[src/rtl/id_ex_stage.sv]
// ID/EX pipeline register with load-use hazard detection, branch flush, downstream hold
// and a saturating bubble counter.
// Latency: 1 cycle ID->EX; stall_front is combinational (same cycle).
// Backpressure: ex_hold freezes every register; stall_front tells PC and IF/ID to hold.
//
// Ports:
//   clk, rst          : rising-edge clock, asynchronous active-high reset
//   id_*              : decode-stage controls, operands and register addresses
//   flush             : squash the instruction in ID (taken branch/jump)
//   ex_hold           : downstream wait, freezes the whole front end
//   ex_*              : registered copy of the ID bundle presented to EX
//   stall_front       : hold PC and IF/ID this cycle (ex_hold | load_use)
//   bubble_cnt        : number of load-use bubbles inserted, saturating
module id_ex_stage #(
  parameter int DATA_W = 32,
  parameter int REG_AW = 5,
  parameter int CNT_W  = 16
) (
  input  logic              clk,
  input  logic              rst,
  input  logic              id_valid,
  input  logic [2:0]        id_alu_op,
  input  logic [5:0]        id_funct,
  input  logic              id_reg_dst,
  input  logic              id_alu_src,
  input  logic              id_mem_read,
  input  logic              id_mem_write,
  input  logic              id_mem_to_reg,
  input  logic              id_reg_write,
  input  logic              id_uses_rt,
  input  logic [DATA_W-1:0] id_rs_data,
  input  logic [DATA_W-1:0] id_rt_data,
  input  logic [DATA_W-1:0] id_imm_ext,
  input  logic [REG_AW-1:0] id_rs,
  input  logic [REG_AW-1:0] id_rt,
  input  logic [REG_AW-1:0] id_rd,
  input  logic              flush,
  input  logic              ex_hold,
  output logic              ex_valid,
  output logic [2:0]        ex_alu_op,
  output logic [5:0]        ex_funct,
  output logic              ex_reg_dst,
  output logic              ex_alu_src,
  output logic              ex_mem_read,
  output logic              ex_mem_write,
  output logic              ex_mem_to_reg,
  output logic              ex_reg_write,
  output logic [DATA_W-1:0] ex_rs_data,
  output logic [DATA_W-1:0] ex_rt_data,
  output logic [DATA_W-1:0] ex_imm_ext,
  output logic [REG_AW-1:0] ex_rs,
  output logic [REG_AW-1:0] ex_rt,
  output logic [REG_AW-1:0] ex_rd,
  output logic              stall_front,
  output logic [CNT_W-1:0]  bubble_cnt
);

  typedef struct packed {
    logic              valid;
    logic [2:0]        alu_op;
    logic [5:0]        funct;
    logic              reg_dst;
    logic              alu_src;
    logic              mem_read;
    logic              mem_write;
    logic              mem_to_reg;
    logic              reg_write;
    logic [DATA_W-1:0] rs_data;
    logic [DATA_W-1:0] rt_data;
    logic [DATA_W-1:0] imm_ext;
    logic [REG_AW-1:0] rs;
    logic [REG_AW-1:0] rt;
    logic [REG_AW-1:0] rd;
  } ex_bundle_t;

  ex_bundle_t          ex_q, ex_d, id_bundle;
  logic [CNT_W-1:0]    cnt_q, cnt_d;
  logic                load_use;
  logic                rt_dep;
  logic                cnt_full;

  always_comb begin
    id_bundle            = '0;
    id_bundle.valid      = id_valid;
    id_bundle.alu_op     = id_alu_op;
    id_bundle.funct      = id_funct;
    id_bundle.reg_dst    = id_reg_dst;
    id_bundle.alu_src    = id_alu_src;
    id_bundle.mem_read   = id_mem_read;
    id_bundle.mem_write  = id_mem_write;
    id_bundle.mem_to_reg = id_mem_to_reg;
    id_bundle.reg_write  = id_reg_write;
    id_bundle.rs_data    = id_rs_data;
    id_bundle.rt_data    = id_rt_data;
    id_bundle.imm_ext    = id_imm_ext;
    id_bundle.rs         = id_rs;
    id_bundle.rt         = id_rt;
    id_bundle.rd         = id_rd;
  end

  // A load in EX whose destination is read by the instruction in ID. r0 is hard-wired,
  // so it never carries a dependency; a flushed ID instruction needs no stall.
  assign rt_dep   = id_uses_rt & (ex_q.rt == id_rt);
  assign load_use = id_valid & ~flush & ex_q.valid & ex_q.mem_read &
                    (ex_q.rt != '0) & ((ex_q.rt == id_rs) | rt_dep);

  assign stall_front = ex_hold | load_use;
  assign cnt_full    = (cnt_q == {CNT_W{1'b1}});

  always_comb begin
    ex_d  = ex_q;
    cnt_d = cnt_q;
    if (ex_hold) begin
      ex_d  = ex_q;
    end else if (flush) begin
      ex_d  = '0;
    end else if (load_use) begin
      // All-zero bubble: alu_op 000 is a harmless add, no register or memory write.
      ex_d  = '0;
      cnt_d = cnt_full ? cnt_q : cnt_q + 1'b1;
    end else begin
      ex_d  = id_bundle;
    end
  end

  always_ff @(posedge clk or posedge rst) begin
    if (rst) begin
      ex_q  <= '0;
      cnt_q <= '0;
    end else begin
      ex_q  <= ex_d;
      cnt_q <= cnt_d;
    end
  end

  assign ex_valid      = ex_q.valid;
  assign ex_alu_op     = ex_q.alu_op;
  assign ex_funct      = ex_q.funct;
  assign ex_reg_dst    = ex_q.reg_dst;
  assign ex_alu_src    = ex_q.alu_src;
  assign ex_mem_read   = ex_q.mem_read;
  assign ex_mem_write  = ex_q.mem_write;
  assign ex_mem_to_reg = ex_q.mem_to_reg;
  assign ex_reg_write  = ex_q.reg_write;
  assign ex_rs_data    = ex_q.rs_data;
  assign ex_rt_data    = ex_q.rt_data;
  assign ex_imm_ext    = ex_q.imm_ext;
  assign ex_rs         = ex_q.rs;
  assign ex_rt         = ex_q.rt;
  assign ex_rd         = ex_q.rd;
  assign bubble_cnt    = cnt_q;

endmodule

[config.mk]
export PLATFORM = sky130hd
export DESIGN_NAME = id_ex_stage
export DESIGN_NICKNAME = d
export VERILOG_FILES = /design/src/rtl/id_ex_stage.sv
export SDC_FILE = /design/constraint.sdc
export NUM_CORES = 1
export LEC_CHECK = 0
export BUFFER_PORTS_ARGS = -buffer_cell sky130_fd_sc_hd__buf_2
export CAP_MARGIN = 10
export CORE_MARGIN = 2
export CORE_UTILIZATION = 30
export DETAILED_ROUTE_END_ITERATION = 6
export PLACE_DENSITY = 0.67
export SYNTH_ARGS = -nofsm -noshare
export SYNTH_HDL_FRONTEND = slang
export SYNTH_SLANG_ARGS = --single-unit
[constraint.sdc]
create_clock -name clk -period 4.2 [get_ports clk]
set_input_delay 0.63 -clock clk [delete_from_list [all_inputs] [get_ports clk]]
set_output_delay 0.63 -clock clk [all_outputs]
set_load 0.005 [all_outputs]
=== Word-level counts from Yosys, hierarchy flattened ===
Cells that the tools add are included.

* Register bits after elaboration: 143
* Output and inout port bits: 144
* Logic and storage cells: 35

* Add/subtract/negate cells: 1
* Equal/unequal tests: 3
* Muxes and demuxes: 2
* Bitwise operators: 11
* Reduce and logical (&&, ||, !) cells: 2

{| class="wikitable"
|+ Operators with widths
! kind !! number
|-
| 127-bit 2-to-1 mux || 2
|-
| 16-bit by 1-bit adder with 16-bit output (second input constant) || 1
|-
| 16-bit equality test (second input constant) || 1
|-
| 5-bit equality test || 2
|-
| 1-bit bitwise AND || 6
|-
| 5-bit nonzero test || 1
|-
| 4-bit AND reduction || 1
|-
| 1-bit NOT || 3
|-
| 1-bit bitwise OR || 2
|}

=== Longest topological paths before layout ===
Gate-level depths: netlist of the first run.

* Depth after elaboration: 8
* Depth in mapped cells: 7
* Depth with buffers taken out: 6

=== Worst setup path before layout of the first run ===
No wires, ideal clock.

* Path type: register -> output
* Start point: reg ex_q (netlist bit ex_rt[1])
* End point: out stall_front
* Arrival time: 1.463 ns
* Required time: 3.570 ns
* Slack: 2.107 ns
* Stages on the path, launching flop included: 6
* Buffers on the path: 1
* Path through: dfrtp_1 or4_1 o21ai_2 nand2b_4 buf_6 nand2b_1

* Word-level cells in the longest chain between the ends: 5
* Elaborated cells on any way between the ends: 8
* Those cells by class: 2 x eq/ne; 5 x bitwise; 1 x reduce/logical

{| class="wikitable"
|+ RTL lines
! what !! RTL line !! RTL
|-
| from (decl) || 76 || <nowiki>ex_bundle_t ex_q, ex_d, id_bundle;</nowiki>
|-
| from (signal assigned) || 128 || <nowiki>ex_q <= '0;</nowiki>
|-
| from (signal assigned) || 131 || <nowiki>ex_q <= ex_d;</nowiki>
|-
| 5-bit equality test || 103 || <nowiki>assign rt_dep = id_uses_rt & (ex_q.rt == id_rt);</nowiki>
|-
| 1-bit bitwise AND || 103 ||
|-
| 1-bit bitwise OR || 105 || <nowiki>(ex_q.rt != '0) & ((ex_q.rt == id_rs) | rt_dep);</nowiki>
|-
| 1-bit bitwise AND * || 105 ||
|-
| 1-bit bitwise OR * || 107 || <nowiki>assign stall_front = ex_hold | load_use;</nowiki>
|-
| to (decl) || 54 || <nowiki>output logic stall_front,</nowiki>
|}

Every way passes the cells marked *; elsewhere a longest branch is shown, timed or not.

=== Worst setup path after layout of the first run ===
* Start point: reg ex_q (netlist bit ex_rt[4])
* End point: out stall_front

The elaborated chain is that of the path after synthesis.

==> impl_metrics.env, run 1 <==
export IMPL_run_status="completed"
export IMPL_fp_dieW_um=143
export IMPL_final_period_utilization=0.650
export IMPL_clock_tree_from_tritoncts="done"
export IMPL_clock_skew_final_ns=0.00835
export IMPL_finish_cell_count_without_fillers=923
export IMPL_max_freq_ghz=0.367
export IMPL_critPathLaunchType="flip-flop"
export IMPL_final_setup_worst_slack_ns=1.47
export IMPL_post_route_setup_tns_ns=0
export IMPL_ys_warnings_count=0
export IMPL_antenna_cells=0
export IMPL_cts_setup_buffers=0
export IMPL_syn_instance_count=392
export IMPL_worst_setup_hold_path_clk_slew_ns=0.06
export IMPL_seq_area_frac_synth=0.619
export IMPL_clock_latency_ns=0.41
export IMPL_setup_viol=0
export IMPL_boundaryPins=276
export IMPL_worst_setup_path_type="reg2out"
export IMPL_cts_resized_gates=0
export IMPL_hold_viol=0
export IMPL_crit_arrival_ns=2.10
export IMPL_groute_usage_overall=0.151
export IMPL_wire_per_inst_um=17.1
export IMPL_vias=4633
export IMPL_cts_root_buffer_cell="sky130_fd_sc_hd__clkbuf_16"
export IMPL_placeableCoreArea_um2=18800
export IMPL_drt_iter0_markers=265
export IMPL_synth_edff_count=0
export IMPL_grt_pass1_wl_mm=24.2
export IMPL_timing_final_crit_period_ns=2.73
export IMPL_post_synth_top_area_cell="sky130_fd_sc_hd__dfrtp_1"
export IMPL_cts_max_path_buffers=2
export IMPL_synth_main_ff_cell="sky130_fd_sc_hd__dfrtp_1"
export IMPL_synthToLayoutAreaGrowth_pct=35.0
export IMPL_total_power_w=0.00343
export IMPL_syn_nets=525
export IMPL_fill_cells=1815
export IMPL_gp_congestion=0.738
export IMPL_place_ws_ns=1.64
export IMPL_final_cell_mix="sky130_fd_sc_hd__buf_2, sky130_fd_sc_hd__dfrtp_1, sky130_fd_sc_hd__a32o_1, sky130_fd_sc_hd__xnor2_1, sky130_fd_sc_hd__clkbuf_16"
export IMPL_start_util=0.307
export IMPL_routed_via_density=5.02
export IMPL_rsz_0062_raised_after_global_routing="no"
export IMPL_holdWs_ns=0.190
export IMPL_p_leak_nw=3.88
export IMPL_layout_cells_most_common="sky130_fd_sc_hd__buf_2"
export IMPL_synthesized_area_um2=5780
export IMPL_ys_types=30
export IMPL_design_die_area_um2=20400
export IMPL_finish_net_count=783
export IMPL_max_capacitance_violation_count=0
export IMPL_yosys_register_bits=143
export IMPL_chipHeight_um=143
export IMPL_synth_async_sr_flop_share=1.00
export IMPL_global_route_overflow_total=0
export IMPL_slew_headroom=0.448
export IMPL_worst_ep_required_time_ns=3.57
export IMPL_endpoint_kind="output pin"
export IMPL_cts_made_buffers=17
export IMPL_rows=50
export IMPL_cts_htree_levels=4
export IMPL_final_antenna_net_count=0
export IMPL_drive_above_1_share=0.481
export IMPL_hpwl_mm=10.6
export IMPL_timing_critical_path_fanout_max=16
export IMPL_vdd_ir_drop_max_uv=252
export IMPL_port_buffers=275
export IMPL_power_density_nw_per_um2=439
export IMPL_detailedRoute_firstPassIterationCount=5
export IMPL_yosys_top_cells_area="sky130_fd_sc_hd__dfrtp_1, sky130_fd_sc_hd__a32o_1, sky130_fd_sc_hd__buf_12, sky130_fd_sc_hd__xnor2_1, sky130_fd_sc_hd__clkbuf_1"
export IMPL_cts_hold_buffers=0
export IMPL_drt_wl_total_mm=15.8
export IMPL_maximum_number_of_pins_on_one_net_before_global_route_repair=80
export IMPL_cts_num_sinks=143
export IMPL_first_global_vias=4507
export IMPL_synth_top_cell_area_share=0.619
export IMPL_transition_time_at_the_pin_with_the_least_slew_margin_ns=0.829
export IMPL_antenna_found_initial=0
export IMPL_min_delay_path_class="in2async"
export IMPL_postSynthAreaPerCell_um2=14.7
export IMPL_maxSlewViolCount=0
export IMPL_placedCellCount=891
export IMPL_drc=0
## final timing paths
kind	start	slack, ns	endpoint	cells after the start
setup / recovery	ex_rt[4]	1.47	stall_front	6
hold / removal	rst	0.19	ex_imm_ext[6]	2
setup reg to reg	ex_rt[1]	1.85	ex_rt_data[25]	5
hold reg to reg	ex_rt_data[10]	0.48	ex_rt_data[10]	1
max in group asynchronous	rst	3.04	ex_rs_data[29]	3
min in group clk	id_rd[0]	0.46	ex_rd[0]	2
## metal layers
metal	GRT usage	share of wire	vias to the layer above
li1	-	-	2115
met1	0.198	0.44	2306
met2	0.234	0.47	199
met3	0.0530	0.079	13
met4	0.0500	0.013	0
met5	0	0	-
## cells in the mapped netlist, drive strengths merged, types with 2 or more instances
library cell    n
dfrtp         143
a32o          126
clkbuf         28
xnor2          25
buf            16
nand3          12
and3            8
nand2           7
nand4           5
nand2b          2
nand4b          2
nor2            2
nor3            2
## power breakdown
part / leakage (nW) / switching, W / internal (W)
logic: 1.72 / 0.000175 / 0.000192
clock network: 0.285 / 0.000578 / 0.000955
registers: 1.88 / 0.0000546 / 0.00147
## metrics by stage
step                 util  cell area (um^2)
global placement    0.382              7200
finish              0.414              7800
floorplan               -              5780
detailed placement  0.382              7200
global route        0.414              7800
CTS                 0.414              7800
## worst max-delay path, cell delays in order, from the launching register on
cell and delay, ns:
sky130_fd_sc_hd__dfrtp_1 0.45, sky130_fd_sc_hd__xnor2_1 0.28, sky130_fd_sc_hd__nand4_1 0.20, sky130_fd_sc_hd__o22ai_4 0.41, sky130_fd_sc_hd__nand2b_4 0.09, sky130_fd_sc_hd__nand2b_1 0.10, sky130_fd_sc_hd__buf_2 0.15
## layout make-up
class | instances | area, um^2 | share of cell area
Sequential cell | 143 | 3580 | 0.459
Multi-Input combinational cell | 204 | 1840 | 0.235
Timing Repair Buffer | 283 | 1450 | 0.186
Clock buffer | 24 | 502 | 0.0643
Tap cell | 260 | 325 | 0.0417
Clock inverter | 8 | 104 | 0.0133
Inverter | 1 | 7.51 | 0.000962
## logic make-up after synthesis
kind of cell / Yosys count / share of synthesized area
AO/OA/AOI/OAI: 129 / 0.225
flip-flops: 143 / 0.619
multiplexers: 1 / 0.00195
XOR/XNOR: 25 / 0.0379
AND/OR/NAND/NOR: 48 / 0.0496
adder cells (fa/ha/maj): 1 / 0.00216
buffers and inverters: 45 / 0.0645
No activity file was read; power rests on OpenSTA's default activity.
==> run 2: changes to the inputs <==
--- a/config.mk
+++ b/config.mk
@@ -5,12 +5,13 @@
 export SDC_FILE = /design/constraint.sdc
 export NUM_CORES = 1
 export LEC_CHECK = 0
+export ABC_AREA = 1
 export BUFFER_PORTS_ARGS = -buffer_cell sky130_fd_sc_hd__buf_2
 export CAP_MARGIN = 10
 export CORE_MARGIN = 2
 export CORE_UTILIZATION = 30
 export DETAILED_ROUTE_END_ITERATION = 6
-export PLACE_DENSITY = 0.67
+export PLACE_DENSITY = 0.66
 export SYNTH_ARGS = -nofsm -noshare
 export SYNTH_HDL_FRONTEND = slang
 export SYNTH_SLANG_ARGS = --single-unit
==> constraint.sdc (replaced) <==
create_clock -name clk -period 2.3 [get_ports clk]
set_input_delay 0.345 -clock clk [delete_from_list [all_inputs] [get_ports clk]]
set_output_delay 0.345 -clock clk [all_outputs]
set_load 0.005 [all_outputs]
==> impl_metrics.env, run 2 <==
export IMPL_area_share_of_and_or_nand_nor_cells_after_synthesis=0.358
export IMPL_worst_path_buf_inv=2
export IMPL_design_die_area_um2=22200
export IMPL_fill_cells=2109
export IMPL_setup_viol=0
export IMPL_cts_setup_buffers=0
export IMPL_total_power_w=0.00631
export IMPL_detailedRoute_firstPassIterationCount=4
export IMPL_post_synth_top_count_cell="sky130_fd_sc_hd__nand2_1"
export IMPL_rows=53
export IMPL_global_route_overflow_total=0
export IMPL_worst_path_most_repeated_cell="sky130_fd_sc_hd__nand2_1"
export IMPL_cts_max_path_buffers=2
export IMPL_combinational_family_with_the_most_area_after_synthesis="simple AND/OR/NAND/NOR gates"
export IMPL_layout_cells_most_common="sky130_fd_sc_hd__nand2_1"
export IMPL_final_antenna_net_count=0
export IMPL_crit_path_max_cell_delay_ns=0.46
export IMPL_seq_area_frac_synth=0.568
export IMPL_cts_root_buffer_cell="sky130_fd_sc_hd__clkbuf_16"
export IMPL_critPathLaunchType="flip-flop"
export IMPL_yosys_top_cells_area="sky130_fd_sc_hd__dfrtp_1, sky130_fd_sc_hd__nand2_1, sky130_fd_sc_hd__nand3_1, sky130_fd_sc_hd__buf_6, sky130_fd_sc_hd__nand4_1"
export IMPL_worst_setup_hold_path_clk_slew_ns=0.06
export IMPL_start_util=0.303
export IMPL_worst_path_dominant_cell_family="simple AND/OR/NAND/NOR gates"
export IMPL_post_synthesis_mux_area_share=0
export IMPL_syn_instance_count=756
export IMPL_synthToLayoutAreaGrowth_pct=35.3
export IMPL_endpoint_kind="output pin"
export IMPL_last_element_of_the_critical_path="stall_front"
export IMPL_setup_worst_path_start="ex_rt[4]"
export IMPL_met3RoutedLength_mm=1.30
export IMPL_final_cell_mix="sky130_fd_sc_hd__nand2_1, sky130_fd_sc_hd__buf_2, sky130_fd_sc_hd__dfrtp_1, sky130_fd_sc_hd__nand3_1"
export IMPL_ys_warnings_count=0
export IMPL_post_route_setup_tns_ns=0
export IMPL_drc=0
export IMPL_vdd_ir_drop_max_uv=442
export IMPL_final_design_area_no_fill_um2=8520
export IMPL_max_freq_ghz=0.480
export IMPL_rsz_0062_raised_after_global_routing="no"
export IMPL_met1_length_mm=7.63
export IMPL_placeableCoreArea_um2=20800
export IMPL_cts_hold_buffers=0
export IMPL_max_capacitance_violation_count=0
export IMPL_synth_edff_count=0
export IMPL_timing_critical_path_fanout_max=22
export IMPL_r2r_slack_ns=0.40
export IMPL_synth_compound_gate_area_share=0.000794
export IMPL_fp_dieW_um=149
export IMPL_worstSetupPathDepth=9
export IMPL_grt_pass1_wl_mm=28.7
export IMPL_synth_async_sr_flop_share=1.00
export IMPL_finish_net_count=1148
export IMPL_crit_path_cell_trace="inv_2 -> nand2_1 -> nand2_1 -> nor2_1 -> nand3_1 -> nand2_2 -> nand2_8 -> nand2_1 -> buf_2"
export IMPL_post_synth_top_area_cell="sky130_fd_sc_hd__dfrtp_1"
export IMPL_transition_time_at_the_pin_with_the_least_slew_margin_ns=0.623
export IMPL_drive_above_1_share=0.320
export IMPL_min_delay_path_class="in2async"
export IMPL_drt_iter0_markers=285
export IMPL_postSynthAreaPerCell_um2=8.33
export IMPL_port_buffers=275
export IMPL_clock_latency_ns=0.41
export IMPL_final_period_utilization=0.905
export IMPL_power_density_nw_per_um2=741
export IMPL_syn_nets=889
export IMPL_yosys_register_bits=143
export IMPL_run_status="completed"
export IMPL_r2r_cells=10
export IMPL_ys_types=22
export IMPL_dpl_instance_area_um2=7910
export IMPL_chipHeight_um=149
export IMPL_boundaryPins=276
export IMPL_fraction_of_synthesized_cell_area_in_xor_and_xnor_cells=0.0111
export IMPL_cts_htree_levels=4
export IMPL_clock_skew_final_ns=0.0114
export IMPL_critical_path_reg2reg_startpoint="ex_rt[4]"
export IMPL_timing_final_crit_period_ns=2.08
export IMPL_dr_max_layer_used="met5"
export IMPL_critPathSlowestCell="sky130_fd_sc_hd__dfrtp_1"
export IMPL_gp_congestion=0.787
export IMPL_hpwl_mm=11.8
export IMPL_vias=5939
export IMPL_antenna_found_initial=1
export IMPL_clock_tree_from_tritoncts="done"
export IMPL_wire_per_inst_um=13.5
export IMPL_synthesized_area_um2=6300
export IMPL_maximum_number_of_pins_on_one_net_before_global_route_repair=84
export IMPL_slew_headroom=0.585
export IMPL_routed_via_density=4.56
export IMPL_cts_made_buffers=17
export IMPL_synthAdderAreaFrac=0.00199
export IMPL_crit_reg2reg_capture="bubble_cnt[10]"
export IMPL_maxSlewViolCount=0
export IMPL_groute_usage_overall=0.161
export IMPL_worst_ep_required_time_ns=1.96
export IMPL_antenna_cells=0
export IMPL_crit_arrival_ns=1.74
export IMPL_synth_main_ff_cell="sky130_fd_sc_hd__dfrtp_1"
export IMPL_synth_top_cell_area_share=0.568
export IMPL_commonest_cells_in_the_netlist="sky130_fd_sc_hd__nand2_1, sky130_fd_sc_hd__dfrtp_1, sky130_fd_sc_hd__nand3_1"
export IMPL_first_global_vias=5552
export IMPL_met2WireLength_mm=8.35
export IMPL_holdWs_ns=0.0399
export IMPL_worst_setup_path_type="reg2out"
export IMPL_cts_num_sinks=143
export IMPL_p_leak_nw=4.99
export IMPL_hold_viol=0
export IMPL_drt_wl_total_mm=17.6
==> run 2: worst register-to-register path, delay by kind of cell (launching register included) <==
family / cells / cell delay (ns)
buffers and inverters: 2 / 0.31
DFF: 1 / 0.46
and+or+nand+nor: 8 / 1.04
==> run 2: through the flow <==
step / setup WS (ns) / utilization / instances
floorplan: 0.164 / - / 756
global placement: 0.468 / 0.380 / 1271
detailed placement: 0.428 / 0.380 / 1271
CTS: 0.129 / 0.409 / 1303
global route: 0.0452 / 0.409 / 1303
finish: 0.217 / 0.409 / 1303
==> run 2: cells by family after synthesis <==
group	Yosys count
AND/OR/NAND/NOR	531
flip-flops	143
buffers and inverters	72
XOR/XNOR	8
AO/OA/AOI/OAI	1
adder cells (fa/ha/maj)	1
==> run 2: where the power goes <==
part	switching, W	internal [W]	total, W	leakage (nW)
registers	0.0000988	0.00269	0.00279	1.88
clock network	0.00115	0.00168	0.00283	0.289
logic	0.000380	0.000313	0.000693	2.82
total	0.00163	0.00468	0.00631	4.99
==> run 2: repair_timing <==
item | 4_1_cts | 5_1_grt
hold endpoints to repair | 0 | 0
gates resized for setup | 0 | 1
setup endpoints to repair | 0 | 1
==> run 2: cell type report <==
cell class              count  area (um^2)  area share
flip-flops and latches    143         3580       0.420
multi-input cells         541         2360       0.277
repair buffers            286         1540       0.180
clock buffers              19          453      0.0531
well taps                 275          344      0.0404
clock inverters            13          151      0.0178
inverters                  26          101      0.0119
==> run 2: routing by layer <==
metal  GRT usage  up-vias
li1            -     2929
met1       0.209     2784
met2       0.258      203
met3      0.0495       21
met4      0.0495        2
met5           0        -
==> run 2: how the worst min path moves through the flow <==
stage	from	to	slack, ns	cells after the start
3_5_place_dp	ex_imm_ext[27]	ex_imm_ext[27]	0.46	2
4_1_cts	rst	ex_rt_data[11]	0.04	3
3_3_place_gp	ex_imm_ext[22]	ex_imm_ext[22]	0.46	2
2_1_floorplan	ex_imm_ext[1]	ex_imm_ext[1]	0.47	2
5_1_grt	rst	ex_rt_data[7]	0.05	3
6_report	rst	ex_rt_data[2]	0.04	3
==> run 3: changes to the inputs <==
--- a/config.mk
+++ b/config.mk
@@ -11,7 +11,7 @@
 export CORE_MARGIN = 2
 export CORE_UTILIZATION = 30
 export DETAILED_ROUTE_END_ITERATION = 6
-export PLACE_DENSITY = 0.66
+export PLACE_DENSITY = 0.63
 export SYNTH_ARGS = -nofsm -noshare
 export SYNTH_HDL_FRONTEND = slang
 export SYNTH_SLANG_ARGS = --single-unit
==> impl_metrics.env, run 3 (same netlist as run 2, synthesis figures left out) <==
export IMPL_cts_setup_buffers=0
export IMPL_hold_viol=0
export IMPL_timing_final_crit_period_ns=2.05
export IMPL_worst_setup_path_type="reg2reg"
export IMPL_maximum_number_of_pins_on_one_net_before_global_route_repair=83
export IMPL_timing_critical_path_fanout_max=82
export IMPL_fill_cells=2152
export IMPL_boundaryPins=276
export IMPL_fp_dieW_um=149
export IMPL_seqPwrFrac=0.449
export IMPL_drt_iter0_markers=285
export IMPL_groute_usage_overall=0.163
export IMPL_final_period_utilization=0.893
export IMPL_detailedRoute_firstPassIterationCount=6
export IMPL_cts_num_sinks=143
export IMPL_p_switching_w=0.00168
export IMPL_internal_power_w=0.00452
export IMPL_holdWs_ns=0.0468
export IMPL_cts_hold_buffers=0
export IMPL_cts_resized_gates=0
export IMPL_cts_max_path_buffers=2
export IMPL_min_delay_path_class="in2async"
export IMPL_hpwl_mm=12.1
export IMPL_maxSlewViolCount=0
export IMPL_critPathLaunchType="flip-flop"
export IMPL_transition_time_at_the_pin_with_the_least_slew_margin_ns=0.851
export IMPL_endpoint_kind="flip-flop"
export IMPL_drt_wl_total_mm=18.1
export IMPL_power_frac_clock=0.439
export IMPL_antenna_found_initial=1
export IMPL_p_leak_nw=4.98
export IMPL_drive_above_1_share=0.320
export IMPL_worst_ep_required_time_ns=2.65
export IMPL_chipHeight_um=149
export IMPL_finish_net_count=1148
export IMPL_global_route_overflow_total=0
export IMPL_max_capacitance_violation_count=0
export IMPL_dpl_instance_area_um2=7870
export IMPL_final_antenna_net_count=0
export IMPL_layout_cells_most_common="sky130_fd_sc_hd__nand2_1"
export IMPL_design_die_area_um2=22200
export IMPL_cts_made_buffers=17
export IMPL_port_buffers=275
export IMPL_power_density_nw_per_um2=734
export IMPL_run_status="completed"
export IMPL_vias=5904
export IMPL_routed_via_density=4.53
export IMPL_drc=0
export IMPL_rows=53
export IMPL_cts_root_buffer_cell="sky130_fd_sc_hd__clkbuf_16"
export IMPL_combPwrFrac=0.112
export IMPL_final_design_area_no_fill_um2=8450
export IMPL_clock_tree_from_tritoncts="done"
export IMPL_post_route_setup_tns_ns=0
export IMPL_synthToLayoutAreaGrowth_pct=34.1
export IMPL_worst_setup_hold_path_clk_slew_ns=0.07
export IMPL_wire_per_inst_um=13.9
export IMPL_placeableCoreArea_um2=20800
export IMPL_start_util=0.303
export IMPL_max_freq_ghz=0.487
export IMPL_grt_pass1_wl_mm=29.0
export IMPL_gp_congestion=0.772
export IMPL_rsz_0062_raised_after_global_routing="no"
export IMPL_final_cell_mix="sky130_fd_sc_hd__nand2_1, sky130_fd_sc_hd__buf_2, sky130_fd_sc_hd__dfrtp_1, sky130_fd_sc_hd__nand3_1"
export IMPL_vdd_ir_drop_max_uv=492
export IMPL_cts_htree_levels=4
export IMPL_clock_latency_ns=0.42
export IMPL_power_switching_fraction=0.270
export IMPL_crit_arrival_ns=2.40
export IMPL_r2r_cells=8
export IMPL_slew_headroom=0.433
export IMPL_first_global_vias=5516
export IMPL_clock_skew_final_ns=0.0111
export IMPL_setup_viol=0
## run 3: cell types whose count changed in the layout (fill, tap and decap cells not counted)
cell	previous run	this run
sky130_fd_sc_hd__clkinv_4	2	0
sky130_fd_sc_hd__inv_6	4	6
sky130_fd_sc_hd__clkinv_2	1	2
sky130_fd_sc_hd__diode_2	0	1
sky130_fd_sc_hd__nand2_8	1	0
sky130_fd_sc_hd__inv_8	1	3
sky130_fd_sc_hd__bufinv_16	2	1
sky130_fd_sc_hd__nand2_4	0	1
sky130_fd_sc_hd__buf_4	6	9
sky130_fd_sc_hd__buf_12	6	3
sky130_fd_sc_hd__clkbuf_8	2	0
## run 3: cell type report
class / instances / area, um^2 / share of cell area
timing repair buffer: 286 / 1500 / 0.177
sequential: 143 / 3580 / 0.423
multi-input combinational: 541 / 2350 / 0.278
clock inverter: 15 / 149 / 0.0176
clock buffer: 17 / 425 / 0.0503
inverter: 26 / 101 / 0.0120
antenna: 1 / 2.50 / 0.000296
tap: 275 / 344 / 0.0407
## run 3: critical path: stages (launching register included)
cell and delay (ns):
sky130_fd_sc_hd__dfrtp_1 0.44, sky130_fd_sc_hd__inv_1 0.13, sky130_fd_sc_hd__nand4_1 0.12, sky130_fd_sc_hd__o21ai_1 0.18, sky130_fd_sc_hd__inv_2 0.08, sky130_fd_sc_hd__nand2_4 0.08, sky130_fd_sc_hd__buf_4 0.65, sky130_fd_sc_hd__nand3_1 0.17
sky130_fd_sc_hd__nand2_1 0.10
## run 3: final timing paths
path | slack (ns) | to | from
worst max-delay path | 0.25 | ex_rt_data[13] | ex_rt[1]
worst min register to register | 0.47 | ex_rt_data[7] | ex_rt_data[7]
worst min-delay path | 0.05 | ex_rs_data[24] | rst
min in group clk | 0.14 | ex_rt_data[6] | id_rt_data[6]
max in group asynchronous | 1.82 | ex_rt[4] | rst
worst max register to register | 0.25 | ex_rt_data[13] | ex_rt[1]
## run 3: per-layer routing
metal  track usage  vias to the layer above  part of all wire
met1         0.215                     2763              0.44
met3        0.0483                       17             0.064
met4        0.0505                        0             0.015
li1              -                     2933                 -
met2         0.258                      191              0.48
met5             0                        -                 0
## run 3: power groups by stage
stage               sequential [W]  clock (W)  combinational, W
global placement           0.00283          0          0.000699
CTS                        0.00278    0.00281          0.000710
global route               0.00281    0.00293          0.000786
detailed placement         0.00283          0          0.000711
finish                     0.00279    0.00272          0.000692
floorplan                  0.00284          0          0.000291
## run 3: metrics by stage
step                      utilization  power, W  std cells  setup WS, ns
after floorplan                     -   0.00313        756         0.164
after CTS                       0.406   0.00631       1303         0.213
after global placement          0.378   0.00353       1271         0.299
final                           0.406   0.00620       1304         0.247
after global routing            0.406   0.00653       1304        0.0552
after detailed placement        0.378   0.00354       1271         0.293
